==> config.mk <==
export PLATFORM = sky130hd
export DESIGN_NAME = kbd_event_ctrl_flat
export DESIGN_NICKNAME = d
export VERILOG_FILES = /design/src/rtl/kbd_pkg.sv /design/src/rtl/kbd_event_ctrl_if.sv /design/src/rtl/kbd_event_fifo.sv /design/src/rtl/kbd_event_ctrl.sv /design/src/flat_wrapper.sv
export SDC_FILE = /design/constraint.sdc
export NUM_CORES = 1
export LEC_CHECK = 0
export ABC_AREA = 1
export BUFFER_PORTS_ARGS = -buffer_cell sky130_fd_sc_hd__buf_4
export CAP_MARGIN = 5
export CORE_UTILIZATION = 40
export CTS_BUF_LIST = sky130_fd_sc_hd__clkbuf_8 sky130_fd_sc_hd__clkbuf_16
export DETAILED_ROUTE_END_ITERATION = 8
export GPL_TIMING_DRIVEN = 0
export PLACE_DENSITY_LB_ADDON = 0.12
export SLEW_MARGIN = 20
export SYNTH_ARGS = -nofsm -noshare
export SYNTH_HDL_FRONTEND = slang
export SYNTH_HIERARCHICAL = 1
export SYNTH_SLANG_ARGS = --single-unit
export TNS_END_PERCENT = 50
==> constraint.sdc <==
create_clock -name system_clk -period 3.3 [get_ports system_clk]
set_input_delay 0.495 -clock system_clk [delete_from_list [all_inputs] [get_ports system_clk]]
set_output_delay 0.495 -clock system_clk [all_outputs]
set_load 0.005 [all_outputs]
==> src/rtl/kbd_pkg.sv <==
// Shared types and constants for the PS/2 key-event controller:
// prefix FSM states, scan-code set 2 special bytes, event and read-word layout.
package kbd_pkg;

  typedef enum logic [1:0] {
    ST_IDLE,
    ST_EXT,
    ST_BRK,
    ST_EXT_BRK
  } kbd_state_e;

  localparam logic [7:0] BYTE_00 = 8'h00;
  localparam logic [7:0] BYTE_AA = 8'hAA;
  localparam logic [7:0] BYTE_E0 = 8'hE0;
  localparam logic [7:0] BYTE_EE = 8'hEE;
  localparam logic [7:0] BYTE_F0 = 8'hF0;
  localparam logic [7:0] BYTE_FA = 8'hFA;
  localparam logic [7:0] BYTE_FC = 8'hFC;
  localparam logic [7:0] BYTE_FE = 8'hFE;
  localparam logic [7:0] BYTE_FF = 8'hFF;

  localparam int EV_W = 10;

  typedef struct packed {
    logic       brk;
    logic       ext;
    logic [7:0] code;
  } kbd_event_t;

  localparam int D_VALID  = 63;
  localparam int D_OVF    = 62;
  localparam int D_SEQ    = 61;
  localparam int D_BAT    = 60;
  localparam int D_CNT_HI = 59;
  localparam int D_CNT_LO = 53;

  // Keyboard replies (ack, BAT result, echo, resend, errors) carry no key information.
  function automatic logic is_status(input logic [7:0] b);
    return (b == BYTE_00) || (b == BYTE_AA) || (b == BYTE_EE) || (b == BYTE_FA) ||
           (b == BYTE_FC) || (b == BYTE_FE) || (b == BYTE_FF);
  endfunction

endpackage

==> src/rtl/kbd_event_ctrl_if.sv <==
// Receiver-side byte strobes and CPU-side read port of the key-event controller.
interface kbd_event_ctrl_if;
  logic        rx_valid;
  logic [7:0]  rx_byte;
  logic        rx_err;
  logic [13:0] address;
  logic        read;
  logic [63:0] data;
  logic        event_pending;

  modport master (
    output rx_valid, rx_byte, rx_err, address, read,
    input  data, event_pending
  );

  modport slave (
    input  rx_valid, rx_byte, rx_err, address, read,
    output data, event_pending
  );
endinterface

==> src/rtl/kbd_event_fifo.sv <==
// Small synchronous FIFO of key events; a pop frees a slot for a same-cycle push.
module kbd_event_fifo #(
  parameter int DEPTH = 8,
  parameter int WIDTH = 10
) (
  input  logic                     clk,
  input  logic                     rst,
  input  logic                     push,
  input  logic [WIDTH-1:0]         push_data,
  input  logic                     pop,
  output logic [WIDTH-1:0]         head,
  output logic                     full,
  output logic                     empty,
  output logic [$clog2(DEPTH):0]   count
);

  localparam int PTR_W = $clog2(DEPTH);
  localparam int CNT_W = PTR_W + 1;

  logic [PTR_W-1:0] wr_ptr_q, wr_ptr_d;
  logic [PTR_W-1:0] rd_ptr_q, rd_ptr_d;
  logic [CNT_W-1:0] count_q, count_d;
  logic [WIDTH-1:0] mem_q [DEPTH];
  logic [WIDTH-1:0] mem_d [DEPTH];
  logic             do_push;
  logic             do_pop;

  assign full  = (count_q == CNT_W'(DEPTH));
  assign empty = (count_q == '0);
  assign head  = mem_q[rd_ptr_q];
  assign count = count_q;

  always_comb begin
    do_pop   = pop & ~empty;
    do_push  = push & (~full | do_pop);
    wr_ptr_d = wr_ptr_q;
    rd_ptr_d = rd_ptr_q;
    count_d  = count_q;
    mem_d    = mem_q;
    if (do_push) begin
      mem_d[wr_ptr_q] = push_data;
      wr_ptr_d        = wr_ptr_q + PTR_W'(1);
    end
    if (do_pop) begin
      rd_ptr_d = rd_ptr_q + PTR_W'(1);
    end
    case ({do_push, do_pop})
      2'b10:   count_d = count_q + CNT_W'(1);
      2'b01:   count_d = count_q - CNT_W'(1);
      default: count_d = count_q;
    endcase
  end

  always_ff @(posedge clk) begin
    if (rst) begin
      wr_ptr_q <= '0;
      rd_ptr_q <= '0;
      count_q  <= '0;
    end else begin
      wr_ptr_q <= wr_ptr_d;
      rd_ptr_q <= rd_ptr_d;
      count_q  <= count_d;
    end
  end

  // Storage needs no reset: only entries between the pointers are ever observed.
  always_ff @(posedge clk) begin
    mem_q <= mem_d;
  end

endmodule

==> src/rtl/kbd_event_ctrl.sv <==
// PS/2 set-2 byte sequencer feeding an event FIFO, served through one
// read-to-pop bus address with sticky overflow/sequence-error/BAT flags.
module kbd_event_ctrl
  import kbd_pkg::*;
#(
  parameter int          DEPTH    = 8,
  parameter logic [13:0] KBD_ADDR = 14'h3fff
) (
  input logic             system_clk,
  input logic             reset,
  kbd_event_ctrl_if.slave bus
);

  localparam int CNT_W = $clog2(DEPTH) + 1;

  kbd_state_e        state_q, state_d;
  logic              read_q, read_d;
  logic [63:0]       data_q, data_d;
  logic              overflow_q, overflow_d;
  logic              seq_err_q, seq_err_d;
  logic              bat_ok_q, bat_ok_d;

  logic              push;
  kbd_event_t        push_ev;
  logic              seq_err_set;
  logic              bat_set;
  logic              pop_req;
  logic              overflow_set;
  logic [6:0]        count_ext;

  logic [EV_W-1:0]   fifo_head;
  logic              fifo_full;
  logic              fifo_empty;
  logic [CNT_W-1:0]  fifo_count;

  kbd_event_fifo #(
    .DEPTH (DEPTH),
    .WIDTH (EV_W)
  ) u_fifo (
    .clk       (system_clk),
    .rst       (reset),
    .push      (push),
    .push_data (push_ev),
    .pop       (pop_req),
    .head      (fifo_head),
    .full      (fifo_full),
    .empty     (fifo_empty),
    .count     (fifo_count)
  );

  // Prefix sequencer: E0/F0 accumulate, the first ordinary byte completes the event.
  always_comb begin
    state_d     = state_q;
    push        = 1'b0;
    push_ev     = '0;
    seq_err_set = 1'b0;
    bat_set     = 1'b0;
    if (bus.rx_err) begin
      state_d     = ST_IDLE;
      seq_err_set = 1'b1;
    end else if (bus.rx_valid) begin
      unique case (state_q)
        ST_IDLE: begin
          if (bus.rx_byte == BYTE_E0) begin
            state_d = ST_EXT;
          end else if (bus.rx_byte == BYTE_F0) begin
            state_d = ST_BRK;
          end else if (is_status(bus.rx_byte)) begin
            bat_set = (bus.rx_byte == BYTE_AA);
          end else begin
            push    = 1'b1;
            push_ev = '{brk: 1'b0, ext: 1'b0, code: bus.rx_byte};
          end
        end
        ST_EXT: begin
          if (bus.rx_byte == BYTE_F0) begin
            state_d = ST_EXT_BRK;
          end else if (bus.rx_byte != BYTE_E0) begin
            push    = 1'b1;
            push_ev = '{brk: 1'b0, ext: 1'b1, code: bus.rx_byte};
            state_d = ST_IDLE;
          end
        end
        ST_BRK, ST_EXT_BRK: begin
          state_d = ST_IDLE;
          if ((bus.rx_byte == BYTE_E0) || (bus.rx_byte == BYTE_F0)) begin
            seq_err_set = 1'b1;
          end else begin
            push    = 1'b1;
            push_ev = '{brk: 1'b1, ext: (state_q == ST_EXT_BRK), code: bus.rx_byte};
          end
        end
        default: state_d = ST_IDLE;
      endcase
    end
  end

  // Read word captures flags before they clear; a same-cycle set still wins afterwards.
  always_comb begin
    pop_req      = bus.read & ~read_q & (bus.address == KBD_ADDR);
    overflow_set = push & fifo_full & ~pop_req;
    read_d       = bus.read;
    count_ext    = '0;
    count_ext[CNT_W-1:0] = fifo_count;
    data_d       = data_q;
    if (pop_req) begin
      data_d                    = '0;
      data_d[D_VALID]           = ~fifo_empty;
      data_d[D_OVF]             = overflow_q;
      data_d[D_SEQ]             = seq_err_q;
      data_d[D_BAT]             = bat_ok_q;
      data_d[D_CNT_HI:D_CNT_LO] = count_ext;
      if (!fifo_empty) begin
        data_d[EV_W-1:0] = fifo_head;
      end
    end
    overflow_d = overflow_set | (overflow_q & ~pop_req);
    seq_err_d  = seq_err_set | (seq_err_q & ~pop_req);
    bat_ok_d   = bat_set | bat_ok_q;
  end

  always_ff @(posedge system_clk) begin
    if (reset) begin
      state_q    <= ST_IDLE;
      read_q     <= 1'b0;
      data_q     <= '0;
      overflow_q <= 1'b0;
      seq_err_q  <= 1'b0;
      bat_ok_q   <= 1'b0;
    end else begin
      state_q    <= state_d;
      read_q     <= read_d;
      data_q     <= data_d;
      overflow_q <= overflow_d;
      seq_err_q  <= seq_err_d;
      bat_ok_q   <= bat_ok_d;
    end
  end

  assign bus.data          = data_q;
  assign bus.event_pending = ~fifo_empty;

endmodule

==> src/flat_wrapper.sv <==
// flat-port wrapper written by rule: the top's interface ports become plain ports
module kbd_event_ctrl_flat import kbd_pkg::*;
#(
  parameter int          DEPTH    = 8,
  parameter logic [13:0] KBD_ADDR = 14'h3fff
)
  (system_clk, reset, bus_rx_valid, bus_rx_byte, bus_rx_err, bus_address, bus_read, bus_data, bus_event_pending);
  kbd_event_ctrl_if bus_i ();
  input logic system_clk;
  input logic reset;
  input wire logic [$bits(bus_i.rx_valid)-1:0] bus_rx_valid;
  input wire logic [$bits(bus_i.rx_byte)-1:0] bus_rx_byte;
  input wire logic [$bits(bus_i.rx_err)-1:0] bus_rx_err;
  input wire logic [$bits(bus_i.address)-1:0] bus_address;
  input wire logic [$bits(bus_i.read)-1:0] bus_read;
  output wire logic [$bits(bus_i.data)-1:0] bus_data;
  output wire logic [$bits(bus_i.event_pending)-1:0] bus_event_pending;
  assign bus_i.rx_valid = bus_rx_valid;
  assign bus_i.rx_byte = bus_rx_byte;
  assign bus_i.rx_err = bus_rx_err;
  assign bus_i.address = bus_address;
  assign bus_i.read = bus_read;
  assign bus_data = bus_i.data;
  assign bus_event_pending = bus_i.event_pending;
  kbd_event_ctrl #(.DEPTH(DEPTH), .KBD_ADDR(KBD_ADDR)) u_core (.system_clk(system_clk), .reset(reset), .bus(bus_i));
endmodule
==> impl_metrics.env, run 1 <==
export IMPL_io_buffers=45
export IMPL_cts_buffers=17
export IMPL_numClockSinks=114
export IMPL_cts_tree="built"
export IMPL_avgSynthCellArea_um2=9.169
export IMPL_dieArea_um2=14020
export IMPL_period_share_pct=83.50
export IMPL_hold_end="u_core/read_q$_SDFF_PP0_"
export IMPL_layout_commonest_cell="nand2_1"
export IMPL_path_class="reg -> reg"
export IMPL_max_stage_delay_ns=0.79
export IMPL_critPathTopFamily="simple AND/OR/NAND/NOR gates"
export IMPL_drt_iter0_markers=325
export IMPL_synth_area_top_cells="edfxtp_1 (44%), dfxtp_1 (13%), nand2_1 (9.6%)"
export IMPL_path_clk_slew_ns=0.05
export IMPL_grt_ovfl_total=0
export IMPL_io_pins=92
export IMPL_grt_antenna_before_repair=0
export IMPL_worst_pin_slew_ns=0.9889
export IMPL_worst_slack_ns=0.5444
export IMPL_clock_root_buffer="clkbuf_16"
export IMPL_ys_types=41
export IMPL_gp_congestion=0.8757
export IMPL_async_flop_share_pct=0
export IMPL_synth_area_um2=5419
export IMPL_worst_path_most_repeated_cell="nor2_1"
export IMPL_drive_above_1_share_pct=21.07
export IMPL_postCtsSetupBuffers=0
export IMPL_ys_seq_area_share_pct=56.89
export IMPL_worst_r2r_endpoint="u_core/u_fifo/mem_q[34]$_DFFE_PP_"
export IMPL_viasPerCell=4.507
export IMPL_core_area_um2=13240
export IMPL_cp_max_fo=11
export IMPL_fill_cells=1253
export IMPL_final_nets=733
export IMPL_cts_path_max_buffers=2
export IMPL_slew_violations=0
export IMPL_cp_start_kind="flop"
export IMPL_crit_required_ns=3.32
export IMPL_hold_viol_final=0
export IMPL_setup_violations=0
export IMPL_ys_flop_type="edfxtp_1"
export IMPL_synthCells=591
export IMPL_rsz0062_at_grt="no"
export IMPL_clock_skew_ns=0.01066
export IMPL_fin_crit_ns=2.756
export IMPL_grt_pass1_wl_mm=19.18
export IMPL_cp_end_kind="flop"
export IMPL_ant_nets=0
export IMPL_cpMaxStageDelayCell="nor2_1"
export IMPL_power_density_nw_per_um2=524.3
export IMPL_hold_class="in -> reg"
export IMPL_synth_top_area_cell="edfxtp_1"
export IMPL_die_height_um=118.4
export IMPL_clk_latency_ns=0.41
export IMPL_r2r_slack_ns=0.54
export IMPL_vias=4002
export IMPL_timing_rr_start="u_core/read_q$_SDFF_PP0_"
export IMPL_cap_viol_max_count=0
export IMPL_crit_buf_inv=1
export IMPL_r2r_cells=7
export IMPL_post_drt_wl_per_cell_um=13.70
export IMPL_grt_max_degree=17
export IMPL_drt_total_wl_mm=12.16
export IMPL_antenna_cells=0
export IMPL_preCtsSetupSlack_ns=0.1335
export IMPL_peakVddDrop_mv=0.2695
export IMPL_drc=0
export IMPL_synth_top_area_share_pct=44.33
export IMPL_whs_ns=0.3024
export IMPL_worstPathCellList="nor2_1, nand4_1, nor3_4, inv_1, nand4_4, nand3b_1, nor2_1"
export IMPL_dr_pass1_iters=5
export IMPL_cp_arrival_ns=2.78
export IMPL_row_count=42
export IMPL_grt_util_all_layers_pct=18.39
export IMPL_ctsHoldBuffers=0
export IMPL_min_from="bus_read"
export IMPL_max_freq_mhz=362.9
export IMPL_start_util_pct=40.92
export IMPL_hold_depth=3
export IMPL_status="completed"
export IMPL_h_tree_depth=4
export IMPL_p_leak_nw=3.021
export IMPL_yosys_warnings=6
export IMPL_synth_edff_count=80
export IMPL_ys_ff_latch=114
export IMPL_final_cell_mix="nand2_1 (139), nor2_1 (119), buf_4 (91), edfxtp_1 (80), conb_1 (46)"
export IMPL_fin_tns_setup_ns=0
export IMPL_synthToLayoutAreaGrowth_pct=24.34
export IMPL_slew_headroom_pct=33.57
export IMPL_die_x_um=118.4
export IMPL_grt_pass1_vias=3729
export IMPL_ctsResizeCount=0
export IMPL_dp_hpwl_mm=8.651
-- kinds of logic (layout without fill, tap and decap cells) --
group                      count (synthesis)  in the layout  share of synthesized area, %
AOI/OAI and AO/OA                         70             70                         6.789
xor gates and xnor gates                   2              2                        0.3233
adders and majority gates                  6              6                         1.524
buffers and inverters                    104            180                         11.91
DFF                                      114            114                         56.89
other                                      1             46                       0.06920
and+or+nand+nor                          294            294                         22.49
-- sequential cells by signal, indices dropped and copies added, names as in the netlist --
signal                  cells
u_core/bat_ok_q             1
u_core/overflow_q           1
u_core/u_fifo/rd_ptr_q      3
u_core/u_fifo/count         4
u_core/bus.data            18
u_core/u_fifo/wr_ptr_q      3
u_core/read_q               1
u_core/seq_err_q            1
u_core/u_fifo/mem_q        80
u_core/state_q              2
-- final cells by class --
| cell class | instances | area (µm²) | share of cell area [%] |
|---|---|---|---|
| multi-input cells | 418 | 1879 | 27.89 |
| well taps | 176 | 220.2 | 3.268 |
| clock inverters | 14 | 146.4 | 2.173 |
| flip-flops and latches | 114 | 3083 | 45.76 |
| repair buffers | 45 | 337.8 | 5.014 |
| clock buffers | 17 | 425.4 | 6.314 |
| inverters | 43 | 161.4 | 2.396 |
| plain buffers | 61 | 484.2 | 7.187 |
-- synthesized netlist by cell type, drive strengths merged (2+ instances only) --
| master | instances |
|---|---|
| a21oi | 12 |
| buf | 59 |
| clkbuf | 2 |
| dfxtp | 34 |
| edfxtp | 80 |
| ha | 5 |
| inv | 42 |
| nand2 | 141 |
| nand3 | 15 |
| nand4 | 4 |
| nor2 | 122 |
| nor3 | 7 |
| nor4 | 2 |
| o21ai | 52 |
-- report_power, final --
group | leakage, nW | internal [mW] | total, mW | switching (mW)
sequential | 1.00 | 1.55 | 1.56 | 0.0132
combinational | 1.73 | 0.0911 | 0.206 | 0.115
clock | 0.284 | 1.16 | 1.77 | 0.603
total | 3.02 | 2.80 | 3.53 | 0.731
-- metal layers --
metal  GRT usage (%)  vias up  share of wire [%]
li1                -     2062                  -
met1           23.27     1804                 45
met2           30.00      125                 48
met3           4.440       11                5.5
met4           7.991        0                1.7
met5               0        -                  0
-- worst max path at each step --
stage                                   startpoint                                  end  slack [ns]  depth (start not counted)
after floorplan                     bus_rx_byte[0]  u_core/u_fifo/count[3]$_SDFFE_PP0P_        0.66                         18
after global routing                bus_rx_byte[0]    u_core/u_fifo/mem_q[35]$_DFFE_PP_        0.21                         13
after detailed placement            bus_rx_byte[0]    u_core/u_fifo/mem_q[33]$_DFFE_PP_        0.13                         13
after global placement              bus_rx_byte[0]    u_core/u_fifo/mem_q[70]$_DFFE_PP_        0.23                         13
final                     u_core/read_q$_SDFF_PP0_    u_core/u_fifo/mem_q[34]$_DFFE_PP_        0.54                          7
after CTS                 u_core/read_q$_SDFF_PP0_    u_core/u_fifo/mem_q[35]$_DFFE_PP_        0.50                          7
-- metrics by stage --
stage	utilization [%]	area [µm²]	instances	power (mW)
after floorplan	-	5588	636	1.727
after global placement	46.41	6146	857	1.788
after detailed placement	46.52	6161	857	1.793
after CTS	50.84	6733	888	3.557
after global routing	50.88	6738	888	3.649
final	50.88	6738	888	3.532
-- worst min-delay path: stages --
cell    delay, ns
buf_4        0.08
inv_1        0.04
nor2_1       0.07
Note: power is estimated with default switching activity, not from simulation.
==> inputs of run 2 (changes only) <==
Clock period 3.3 ns to 2.4 ns, I/O delays scaled along.
==> run 2 against run 1 <==
  * Worst hold slack got worse by 0.12 ns
  * Clock-buffer cell count unchanged
  * Wire length up 2.8%
  * First-iteration DRC count is 36% lower
  * Register-to-register slack worse by 0.39 ns
  * Clock skew down 0.0020 ns
  * Critical endpoint is now u_core/u_fifo/count[3]$_SDFFE_PP0P_
==> impl_metrics.env, run 2 (synthesized netlist as in run 1, its figures left out) <==
export IMPL_start_util_pct=40.92
export IMPL_core_area_um2=13240
export IMPL_fin_crit_ns=2.242
export IMPL_dpl_cell_area_um2=6181
export IMPL_fin_tns_setup_ns=0
export IMPL_layout_commonest_cell="nand2_1"
export IMPL_dieArea_um2=14020
export IMPL_postLayoutCoreUtil_pct=51.71
export IMPL_final_nets=738
export IMPL_preCtsSetupSlack_ns=-0.5326
export IMPL_row_count=42
export IMPL_numClockSinks=114
export IMPL_die_height_um=118.4
export IMPL_cts_path_max_buffers=2
export IMPL_grt_max_degree=17
export IMPL_dp_hpwl_mm=8.734
export IMPL_p_sw_share_pct=20.94
export IMPL_placed_cells=857
export IMPL_worst_slack_ns=0.1579
export IMPL_die_x_um=118.4
export IMPL_drive_above_1_share_pct=24.37
export IMPL_fin_area_um2=6848
export IMPL_largest_reg_flops=80
export IMPL_power_density_nw_per_um2=712.7
export IMPL_cp_end_kind="flop"
export IMPL_setup_violations=0
export IMPL_grt_pass1_wl_mm=19.84
export IMPL_clk_latency_ns=0.41
export IMPL_cp_max_fo=8
export IMPL_p_seq_share_pct=44.0
export IMPL_pwr_share_comb_pct=6.1
export IMPL_h_tree_depth=4
export IMPL_vias=4089
export IMPL_drt_iter0_markers=207
export IMPL_rsz0062_at_grt="no"
export IMPL_drt_total_wl_mm=12.50
export IMPL_final_cell_mix="nand2_1 (136), nor2_1 (109), buf_4 (96), edfxtp_1 (80), conb_1 (46)"
export IMPL_hold_class="in -> reg"
export IMPL_p_sw_mw=1.022
export IMPL_drc=0
export IMPL_antenna_cells=0
export IMPL_status="completed"
export IMPL_io_pins=92
export IMPL_whs_ns=0.1856
export IMPL_hold_viol_final=0
export IMPL_grt_util_all_layers_pct=18.76
export IMPL_slew_violations=0
export IMPL_timing_rr_start="u_core/read_q$_SDFF_PP0_"
export IMPL_ant_nets=0
export IMPL_peakVddDrop_mv=0.3293
export IMPL_p_leak_nw=3.057
export IMPL_grt_pass1_vias=3870
export IMPL_io_buffers=45
export IMPL_gp_congestion=0.7815
export IMPL_dr_pass1_iters=5
export IMPL_path_clk_slew_ns=0.05
export IMPL_worst_pin_slew_ns=0.9829
export IMPL_post_drt_wl_per_cell_um=13.98
export IMPL_clock_skew_ns=0.008688
export IMPL_min_from="bus_read"
export IMPL_clock_root_buffer="clkbuf_16"
export IMPL_ctsHoldBuffers=0
export IMPL_cts_tree="built"
export IMPL_crit_path_start="u_core/read_q$_SDFF_PP0_"
export IMPL_cp_start_kind="flop"
export IMPL_max_freq_mhz=446.0
export IMPL_largest_register="u_core/u_fifo/mem_q"
export IMPL_period_share_pct=93.42
export IMPL_slew_headroom_pct=33.97
export IMPL_crit_required_ns=2.70
export IMPL_instances_no_fill=894
export IMPL_intPower_mw=3.859
export IMPL_power_mw=4.881
export IMPL_cp_arrival_ns=2.55
export IMPL_cts_buffers=17
export IMPL_cap_viol_max_count=0
export IMPL_synthToLayoutAreaGrowth_pct=26.37
export IMPL_grt_ovfl_total=0
export IMPL_viasPerCell=4.574
export IMPL_path_class="reg -> reg"
export IMPL_grt_antenna_before_repair=0
export IMPL_power_frac_clock_pct=50.0
[run 2: metal layers]
| metal | vias up | GRT usage [%] | share of wire [%] |
|---|---|---|---|
| li1 | 2078 | - | - |
| met1 | 1859 | 24.62 | 46 |
| met2 | 136 | 30.18 | 47 |
| met3 | 16 | 4.102 | 5.4 |
| met4 | 0 | 7.437 | 1.8 |
| met5 | - | 0 | 0 |
[run 2: path summary, 6_finish.rpt]
path / depth (start not counted) / end / slack, ns
worst max-delay path: 13 / u_core/u_fifo/count[3]$_SDFFE_PP0P_ / 0.16
worst min-delay path: 3 / u_core/read_q$_SDFF_PP0_ / 0.19
worst max register to register: 13 / u_core/u_fifo/count[3]$_SDFFE_PP0P_ / 0.16
worst min register to register: 2 / u_core/bus.data[7]$_SDFFE_PP0P_ / 0.45
[run 2: power by group through the flow]
| stage | Sequential, mW | Combinational (mW) | Clock (mW) |
|---|---|---|---|
| 6_report | 2.15 | 0.296 | 2.44 |
| 5_1_grt | 2.15 | 0.333 | 2.57 |
| 4_1_cts | 2.15 | 0.290 | 2.48 |
| 3_5_place_dp | 2.19 | 0.284 | 0 |
| 3_3_place_gp | 2.18 | 0.277 | 0 |
| 2_1_floorplan | 2.18 | 0.196 | 0 |
[run 2: what timing repair did]
| item | in CTS | in global routing |
|---|---|---|
| setup buffers | 0 | 5 |
| pin swaps | 1 | 3 |
| endpoints found under the setup margin | 82 | 53 |
| resized for setup | 10 | 5 |
[run 2: cell type report]
| type | count | area (µm²) |
|---|---|---|
| Timing Repair Buffer | 50 | 375.4 |
| Buffer | 61 | 484.2 |
| Fill cell | 1273 | 6395 |
| Clock inverter | 15 | 151.4 |
| Multi-Input combinational cell | 418 | 1947 |
| Sequential cell | 114 | 3083 |
| Clock buffer | 17 | 425.4 |
| Tap cell | 176 | 220.2 |
| Inverter | 43 | 161.4 |
[run 2: critical path, stage by stage, from the launching register on]
cell and delay [ns]:
dfxtp_1 0.29, nor2_1 0.09, nand4_1 0.16, nor3_4 0.34, inv_2 0.08, nand4_4 0.11
nand2_1 0.11, ha_4 0.19, ha_4 0.22, or2_2 0.30, nand3_1 0.09, nand3_1 0.07
nand2_1 0.06, inv_1 0.03
